$ cat src/rtl/game_timer_pkg.sv
// Shared constants for the game tick timer: divisor width, preset table and
// the per-cycle event classification used by the count logic.
package game_timer_pkg;

    localparam int DIV_W     = 28;
    localparam int MAX_RATES = 8;

    // Unused slots default to 1; they are only reachable while speed_err is set.
    localparam logic [DIV_W-1:0] DIV_TABLE [MAX_RATES] = '{
        28'd1, 28'd50_000_000, 28'd25_000_000, 28'd12_500_000,
        28'd5_000_000, 28'd1, 28'd1, 28'd1
    };

    typedef enum logic [1:0] {
        EV_NONE    = 2'd0,
        EV_CLEAR   = 2'd1,
        EV_ADVANCE = 2'd2
    } tick_ev_t;

    function automatic logic [DIV_W-1:0] scale_div(input logic [DIV_W-1:0] div,
                                                   input int unsigned    scale);
        int unsigned q;
        q = (scale == 0) ? 32'(div) : 32'(div) / scale;
        return (q == 0) ? DIV_W'(1) : DIV_W'(q);
    endfunction

endpackage

$ cat src/rtl/rate_prescaler.sv
// Down-counting prescaler: reloads divisor-1 on load or after reaching zero,
// holds on request, and flags expiry combinationally in the zero cycle.
module rate_prescaler
    import game_timer_pkg::*;
(
    input  logic             CLOCK_50,
    input  logic             resetn,
    input  logic             load,
    input  logic             hold,
    input  logic [DIV_W-1:0] divisor,
    output logic             expire
);

    logic [DIV_W-1:0] cnt_q;
    logic [DIV_W-1:0] cnt_d;

    // Load wins over hold so a clear or rate change under freeze still restarts the period.
    always_comb begin
        cnt_d  = cnt_q;
        expire = 1'b0;
        if (load) begin
            cnt_d = divisor - DIV_W'(1);
        end else if (!hold) begin
            if (cnt_q == '0) begin
                expire = 1'b1;
                cnt_d  = divisor - DIV_W'(1);
            end else begin
                cnt_d = cnt_q - DIV_W'(1);
            end
        end
    end

    always_ff @(posedge CLOCK_50 or negedge resetn) begin
        if (!resetn) begin
            cnt_q <= '0;
        end else begin
            cnt_q <= cnt_d;
        end
    end

endmodule

$ cat src/rtl/game_tick_timer.sv
// Game tick timer: selectable-rate prescaler driving a modulo-WRAP tick count,
// with freeze/single-step, synchronous clear and illegal-rate detection.
module game_tick_timer
    import game_timer_pkg::*;
#(
    parameter int          CNT_W     = 4,
    parameter int          WRAP      = 10,
    parameter int          NUM_RATES = 5,
    parameter int unsigned DIV_SCALE = 1
) (
    input  logic             CLOCK_50,
    input  logic             resetn,
    input  logic [2:0]       speed_sel,
    input  logic             freeze,
    input  logic             clear,
    input  logic             step,
    output logic [CNT_W-1:0] count,
    output logic             tick,
    output logic             wrap,
    output logic             speed_err
);

    localparam logic [CNT_W-1:0] LAST_CNT = CNT_W'(WRAP - 1);
    localparam logic [3:0]       RATES_L  = 4'(NUM_RATES);

    logic [DIV_W-1:0] div_tab [MAX_RATES];

    for (genvar i = 0; i < MAX_RATES; i++) begin : g_div
        assign div_tab[i] = scale_div(DIV_TABLE[i], DIV_SCALE);
    end

    logic [2:0]       sel_q, sel_d;
    logic             step_q, step_d;
    logic [CNT_W-1:0] count_q, count_d;
    logic             tick_q, tick_d;
    logic             wrap_q, wrap_d;
    logic             err_q, err_d;

    logic             pre_load;
    logic             pre_hold;
    logic             pre_expire;
    logic             step_rise;
    tick_ev_t         ev;

    rate_prescaler u_prescaler (
        .CLOCK_50 (CLOCK_50),
        .resetn   (resetn),
        .load     (pre_load),
        .hold     (pre_hold),
        .divisor  (div_tab[speed_sel]),
        .expire   (pre_expire)
    );

    always_comb begin
        sel_d     = speed_sel;
        step_d    = step;
        err_d     = ({1'b0, speed_sel} >= RATES_L);
        pre_load  = clear | (speed_sel != sel_q);
        pre_hold  = freeze | err_d;
        step_rise = step & ~step_q & freeze;

        // Clear beats freeze/step, which beats prescaler expiry; nothing advances on a bad rate.
        ev = EV_NONE;
        if (clear) begin
            ev = EV_CLEAR;
        end else if (!err_d) begin
            if (freeze) begin
                if (step_rise) ev = EV_ADVANCE;
            end else if (pre_expire) begin
                ev = EV_ADVANCE;
            end
        end

        count_d = count_q;
        tick_d  = 1'b0;
        wrap_d  = 1'b0;
        case (ev)
            EV_CLEAR: count_d = '0;
            EV_ADVANCE: begin
                tick_d = 1'b1;
                if (count_q == LAST_CNT) begin
                    count_d = '0;
                    wrap_d  = 1'b1;
                end else begin
                    count_d = count_q + CNT_W'(1);
                end
            end
            default: ;
        endcase
    end

    always_ff @(posedge CLOCK_50 or negedge resetn) begin
        if (!resetn) begin
            sel_q   <= '0;
            step_q  <= 1'b0;
            count_q <= '0;
            tick_q  <= 1'b0;
            wrap_q  <= 1'b0;
            err_q   <= 1'b0;
        end else begin
            sel_q   <= sel_d;
            step_q  <= step_d;
            count_q <= count_d;
            tick_q  <= tick_d;
            wrap_q  <= wrap_d;
            err_q   <= err_d;
        end
    end

    assign count     = count_q;
    assign tick      = tick_q;
    assign wrap      = wrap_q;
    assign speed_err = err_q;

endmodule

$ cat config.mk
export PLATFORM = sky130hd
export DESIGN_NAME = game_tick_timer
export DESIGN_NICKNAME = d
export VERILOG_FILES = /design/src/rtl/game_timer_pkg.sv /design/src/rtl/rate_prescaler.sv /design/src/rtl/game_tick_timer.sv
export SDC_FILE = /design/constraint.sdc
export NUM_CORES = 1
export LEC_CHECK = 0
export ABC_AREA = 1
export CAP_MARGIN = 20
export CORE_MARGIN = 2
export CORE_UTILIZATION = 45
export DETAILED_ROUTE_END_ITERATION = 16
export DONT_BUFFER_PORTS = 1
export PLACE_DENSITY_LB_ADDON = 0.2
export SYNTH_ARGS = -nofsm -noshare
export SYNTH_HDL_FRONTEND = slang
export SYNTH_SLANG_ARGS = --single-unit
$ cat constraint.sdc
create_clock -name CLOCK_50 -period 1.9 [get_ports CLOCK_50]
set_input_delay 0.38 -clock CLOCK_50 [delete_from_list [all_inputs] [get_ports CLOCK_50]]
set_output_delay 0.38 -clock CLOCK_50 [all_outputs]
set_load 0.01 [all_outputs]
Yosys cells after proc, flatten, opt, wreduce, memory -nomap -nowiden

Memory sizes are Yosys's and may differ from the RTL's.
Index checks and enable logic that the tools add are counted.

Bits in registers: 39
ROM bits: 224
Memories: 1
Output and inout bits: 7
Word-level logic and storage cells: 44

Memories:

| name            | words | bits a word | rd ports | clocked after Yosys merged registers in | wr ports | RTL line              | RTL |
|---|---|---|---|---|---|---|---|
| (no name shown) | 8     | 28          | 1        | 0                                       | 0        | game_tick_timer.sv:50 | `.divisor (div_tab[speed_sel]),` |

Magnitude comparators: 2
Eq/ne operators: 5
$add $sub $neg: 3
Muxes and demuxes: 18
Bitwise logic cells: 6
Reductions and logical operators: 2

Operator list:

| kind                                                | count |
|---|---|
| two-way mux 28 bit                                  | 5 |
| subtractor 28 x 1 -> 28 bit (second input constant) | 2 |
| logical NOT 28 bit                                  | 1 |
| two-way mux 2 bit                                   | 5 |
| case mux 4 bit (2 select lines)                     | 1 |
| two-way mux 1 bit                                   | 6 |
| adder 4 x 1 -> 4 bit (second input constant)        | 1 |
| == test 4 bit (second input constant)               | 1 |
| >= comparator 4 bit (second input constant)         | 1 |
| two-way mux 4 bit                                   | 1 |
| inverter 3 -> 4 bit                                 | 1 |
| >= comparator 3 bit (second input constant)         | 1 |
| inequality test 3 bit                               | 1 |
| AND 1 bit                                           | 2 |
| == test 2 x 1 -> 1 bit (second input constant)      | 1 |
| == test 2 bit (second input constant)               | 1 |
| inequality test 2 bit (second input constant)       | 1 |
| bitwise OR 1 bit                                    | 2 |
| nonzero test 2 bit                                  | 1 |
| inverter 1 bit                                      | 1 |

Depth between registers and ports, before layout

Gate-level depths: netlist of the first run.

Depth in word-level cells: 10
Mapped depth: 13
Gate-level depth less buffers: 13

By module

A second synthesis of the first run with hierarchy kept.

Cells, all modules: 607
Area total of the unflattened synthesis: 3621.0 um2

By module, submodules not included:

| module          | cells each | area each (um2) | instances |
|---|---|---|---|
| rate_prescaler  | 526        | 2946.6          | 1 |
| game_tick_timer | 81         | 674.4           | 1 |

Worst setup path before layout of the first run

No wires, ideal clock.

Path type: input to register
Start point: input speed_sel[0]
End point: register u_prescaler.cnt_q[14]
Buffers on the path: 0
Data arrival time: 1666 ps
Setup time: 76 ps
Stages on the path: 13
Setup slack: 158 ps
Cells stage by stage: inv_1 -> ha_1 -> nand2_2 -> o21ai_1 -> ha_1 -> nor2_1 -> nor2_1 -> nand2_1 -> nand2_1 -> nand2_1 -> nand2_1 -> nand2_1 -> o21ai_1

Word-level cells in the longest chain between the ends: 8

RTL lines:

| item                                                  | RTL line                                   | RTL |
|---|---|---|
| from (decl)                                           | game_tick_timer.sv:13                      | `input logic [2:0] speed_sel,` |
| inverter 3 -> 4 bit (implied by the code)             | game_tick_timer.sv:50                      |  |
| memory read (8 x 28 bit)                              | n/a                                        |  |
| two-way mux 28 bit (implied by the code) (2 in a row) | game_tick_timer.sv:50                      |  |
| subtractor 28 x 1 -> 28 bit                           | rate_prescaler.sv:22, rate_prescaler.sv:26 |  |
| two-way mux 28 bit                                    | rate_prescaler.sv:24                       | `if (cnt_q == '0) begin` |
| two-way mux 28 bit                                    | rate_prescaler.sv:23                       | `end else if (!hold) begin` |
| two-way mux 28 bit                                    | rate_prescaler.sv:21                       | `if (load) begin` |
| to (signal assigned)                                  | rate_prescaler.sv:37                       | `cnt_q <= cnt_d;` |
| to (decl)                                             | rate_prescaler.sv:14                       | `logic [DIV_W-1:0] cnt_q;` |

Several ways; a longest one is shown, not always the timed one. The select of a mux whose other input is x is not followed.
A chain may end at the register's enable or synchronous reset.

Worst setup path in the final report of the first run

Start point: register u_prescaler.cnt_q[17]
End point: register u_prescaler.cnt_q[24]

Word-level cells in the longest chain between the ends: 4

RTL lines:

| item                                                              | RTL line |
|---|---|
| subtractor 28 x 1 -> 28 bit or logical NOT 28 bit (tied branches) | rate_prescaler.sv:28, rate_prescaler.sv:24 |
| two-way mux 28 bit (*)                                            | rate_prescaler.sv:24 |
| two-way mux 28 bit (*)                                            | rate_prescaler.sv:23 |
| two-way mux 28 bit (*)                                            | rate_prescaler.sv:21 |

Every way passes the cells marked *; elsewhere a longest branch is shown, timed or not. The select of a mux whose other input is x is not followed.

==> summary.md, run 1 <==
| Metric | Value |
|---|---|
| Status | finished, final reports clean |
| Worst Skew | between 10 and 15 ps |
| 1st-iter DRT viols | 214 |
| Avg Cell Area, Syn | ~6.4 um2 |
| Setup violations, final | 0 |
| Port bufs | 0 |
| Fin Hold WS | 100.2 ps |
| CTS root buf | clkbuf_8 |
| Avg Vias per Cell | 5.095 |
| Warnings, synthesis | 0 |
| GRT Residual Overflow | 0 |
| Inst Count DP | between 600 and 700 |
| Fin. Hold Viols | 0 |
| Kind of critical path | reg2reg |
| Number of CTS-inserted buffers | 5 |
| Pwr dens | between 600 and 700 nW/um2 |
| Final setup margin | 117.2 ps |
| Cell Rows | 31 |
| Gr usage total | 0.2275 |
| Worst-path clk slew | ~90 ps |
| Fmax | 0.5609 GHz |
| WP data required | 2100 ps |
| Top cells by area, synth | dfrtp_1, nand2_1, nand3_1 |
| Clock sink count | 39 |
| Final #Nets | between 500 and 600 |
| Share of layout cells above drive strength 1 | 0.1815 |
| Cell Area, Synth | approximately 3300 um2 |
| Data arrival, critical path | a little under 2000 ps |
| Die height | approximately 90 um |
| Final min period | about 1800 ps |
| Leakage power | slightly below 0.002 uW |
| Floorplan die width | 89.76 um |
| Sequential-to-total area share from yosys stat | 0.2949 |
| Yosys top cell area share | 0.2949 |
| Hold_sp | step |
| Vias in the first global route | between 3000 and 4000 |
| H-tree levels | 2 |
| Antenna diodes | 0 |
| Crit path max fanout | 18 |
| Final ANT Viol Nets | 0 |
| Worst slew margin | 0.4497 |
| CTS tree | yes |
| Measured slew at the worst slew-check pin | about 820 ps |
| DR vias | 3368 |
| Antenna violations before repair | 0 |
| Final period util | 0.9383 |
| VDD IR max | 0.2863 mV |
| Area grow syn2layout | 16.71% |
| Later-pin clock latency in the skew report | approximately 300 ps |
| Die ar. | roughly 8100 um2 |
| Pre-CTS setup slack | roughly 36 ps |
| Drt first pass iters | 5 |
| # IOs | 15 |
| Total of max-cap violations | 0 |
| Post-synth EDFFs | 0 |
| RSZ-0062 raised after global routing | no |
| Max-slew violation count | 0 |
| Count leader, synth | nand2_1 |
| Syn nets | 540 |
| HP Class | in2reg |
| Final HPWL from detailed placement | 6856 um |
| Critical path startpoint category | register |
| Crit. Startpoint | u_prescaler.cnt_q[17] |
| Core area | between 7000 and 8000 um2 |
| Synthesized flop and latch total | 39 |
| Post-synthesis cell count | 521 |
| Largest net degree at the start of global routing | 40 |
| Asr flop ratio synth | 1.000 |
| Max clock buf depth | 2 |
| Ys flop type | dfrtp_1 |
| Worst r2r src | u_prescaler.cnt_q[17] |
| Cell variety after synth | 35 |
| Critical Path Sink Type | register |
| GPL Wtd Cong | 1.004 |
| Top cells by count, synth | nand2_1, nor2_1, nand3_1 |
| Fin Setup TNS | 0 ps |
| WL/cell | roughly 13 um |
| DP Area | about 3700 um2 |
| Area leader, netlist | dfrtp_1 |
| First-pass GRT wire length | 15230 um |
| Initial Util | 0.4612 |
| DRC | 0 |
| Drt total wl | around 8800 um |
| Finished Layout Cells | around 660 |
| Finished Cell Area | 3862 um2 |
## where the power goes
part / switching (uW) / total [uW] / internal, uW
logic: 491 / 801 / 311
clock network: 340 / 602 / 263
registers: 120 / 1040 / 921
## worst max-delay path: stages (launching register included)
cell and delay [ps]:
dfrtp_1 450, nor2_2 160, nand2_1 120, nor2_4 160
nand2_4 110, o21ai_4 240, buf_12 180, nand3_2 100
nand3_1 100, nand2_1 60
## what timing repair did
item | CTS | global route
setup endpoints to repair | 0 | 30
hold buffers | 2 | 0
buffers inserted | 0 | 0
gates resized for setup | 0 | 13
hold endpoints to repair | 39 | 0
## area by class of cell
cell class,count,area (um2)
well taps,99,123.9
clock buffers,5,68.82
fillers,758,3313
inverters,59,224.0
flip-flops and latches,39,975.9
clock inverters,3,23.77
multi-input cells,414,2078
repair buffers,42,367.9
## cells by family after synthesis
kind of cell / after synthesis / share of synthesized area
compound gates: 37 / 0.06352
xor+xnor: 7 / 0.01853
fa+ha+maj: 11 / 0.04159
simple gates: 359 / 0.4907
flops: 39 / 0.2949
buf+inv: 68 / 0.09073
## through the flow
step	power (uW)	utilization
2_1_floorplan	1557	-
3_3_place_gp	1802	0.5149
3_5_place_dp	1813	0.5149
4_1_cts	2444	0.5320
5_1_grt	2617	0.5383
6_report	2445	0.5383
## state kept, by name, indices dropped and copies added, names as in the netlist
register / flops
u_prescaler.cnt_q: 28
step_q: 1
sel_q: 3
speed_err: 1
count: 4
wrap: 1
tick: 1
## layer usage
metal / vias up / wire, um / global-route usage
li1: 1736 / - / -
met1: 1525 / 4161 / 0.3135
met2: 86 / 4040 / 0.3801
met3: 21 / 384 / 0.02515
met4: 0 / 201 / 0.06538
met5: - / 0 / 0
## layout by cell type, fill, tap and decap left out, drive strengths merged
cell type,count
nand2,186
nor2,85
nand3,65
inv,58
buf,41
dfrtp,39
o21ai,28
nand4,13
ha,11
nor3,8
xor2,6
a21oi,5
clkbuf,5
clkinv,2
clkinvlp,2
o31ai,1
xnor2,1
a22oi,1
nand3b,1
o21bai,1
or2,1
o211ai,1
dlygate4sd3,1
## final timing paths
kind	cells after the start	slack (ps)	to
setup / recovery	9	120	u_prescaler.cnt_q[24]
hold / removal	0	100	step_q
setup reg to reg	9	120	u_prescaler.cnt_q[24]
hold reg to reg	2	510	u_prescaler.cnt_q[0]
max in group asynchronous	2	1170	u_prescaler.cnt_q[13]
min in group asynchronous	2	530	u_prescaler.cnt_q[20]
Note: power is estimated with default switching activity, not from simulation.
==> run 2, diff against run 1 <==
--- a/config.mk
+++ b/config.mk
@@ -12,6 +12,7 @@
 export DETAILED_ROUTE_END_ITERATION = 16
 export DONT_BUFFER_PORTS = 1
 export PLACE_DENSITY_LB_ADDON = 0.2
+export SLEW_MARGIN = 30
 export SYNTH_ARGS = -nofsm -noshare
 export SYNTH_HDL_FRONTEND = slang
 export SYNTH_SLANG_ARGS = --single-unit
==> results of run 2 <==
No change in the layout: final DEF, timing and power equal those of run 1.
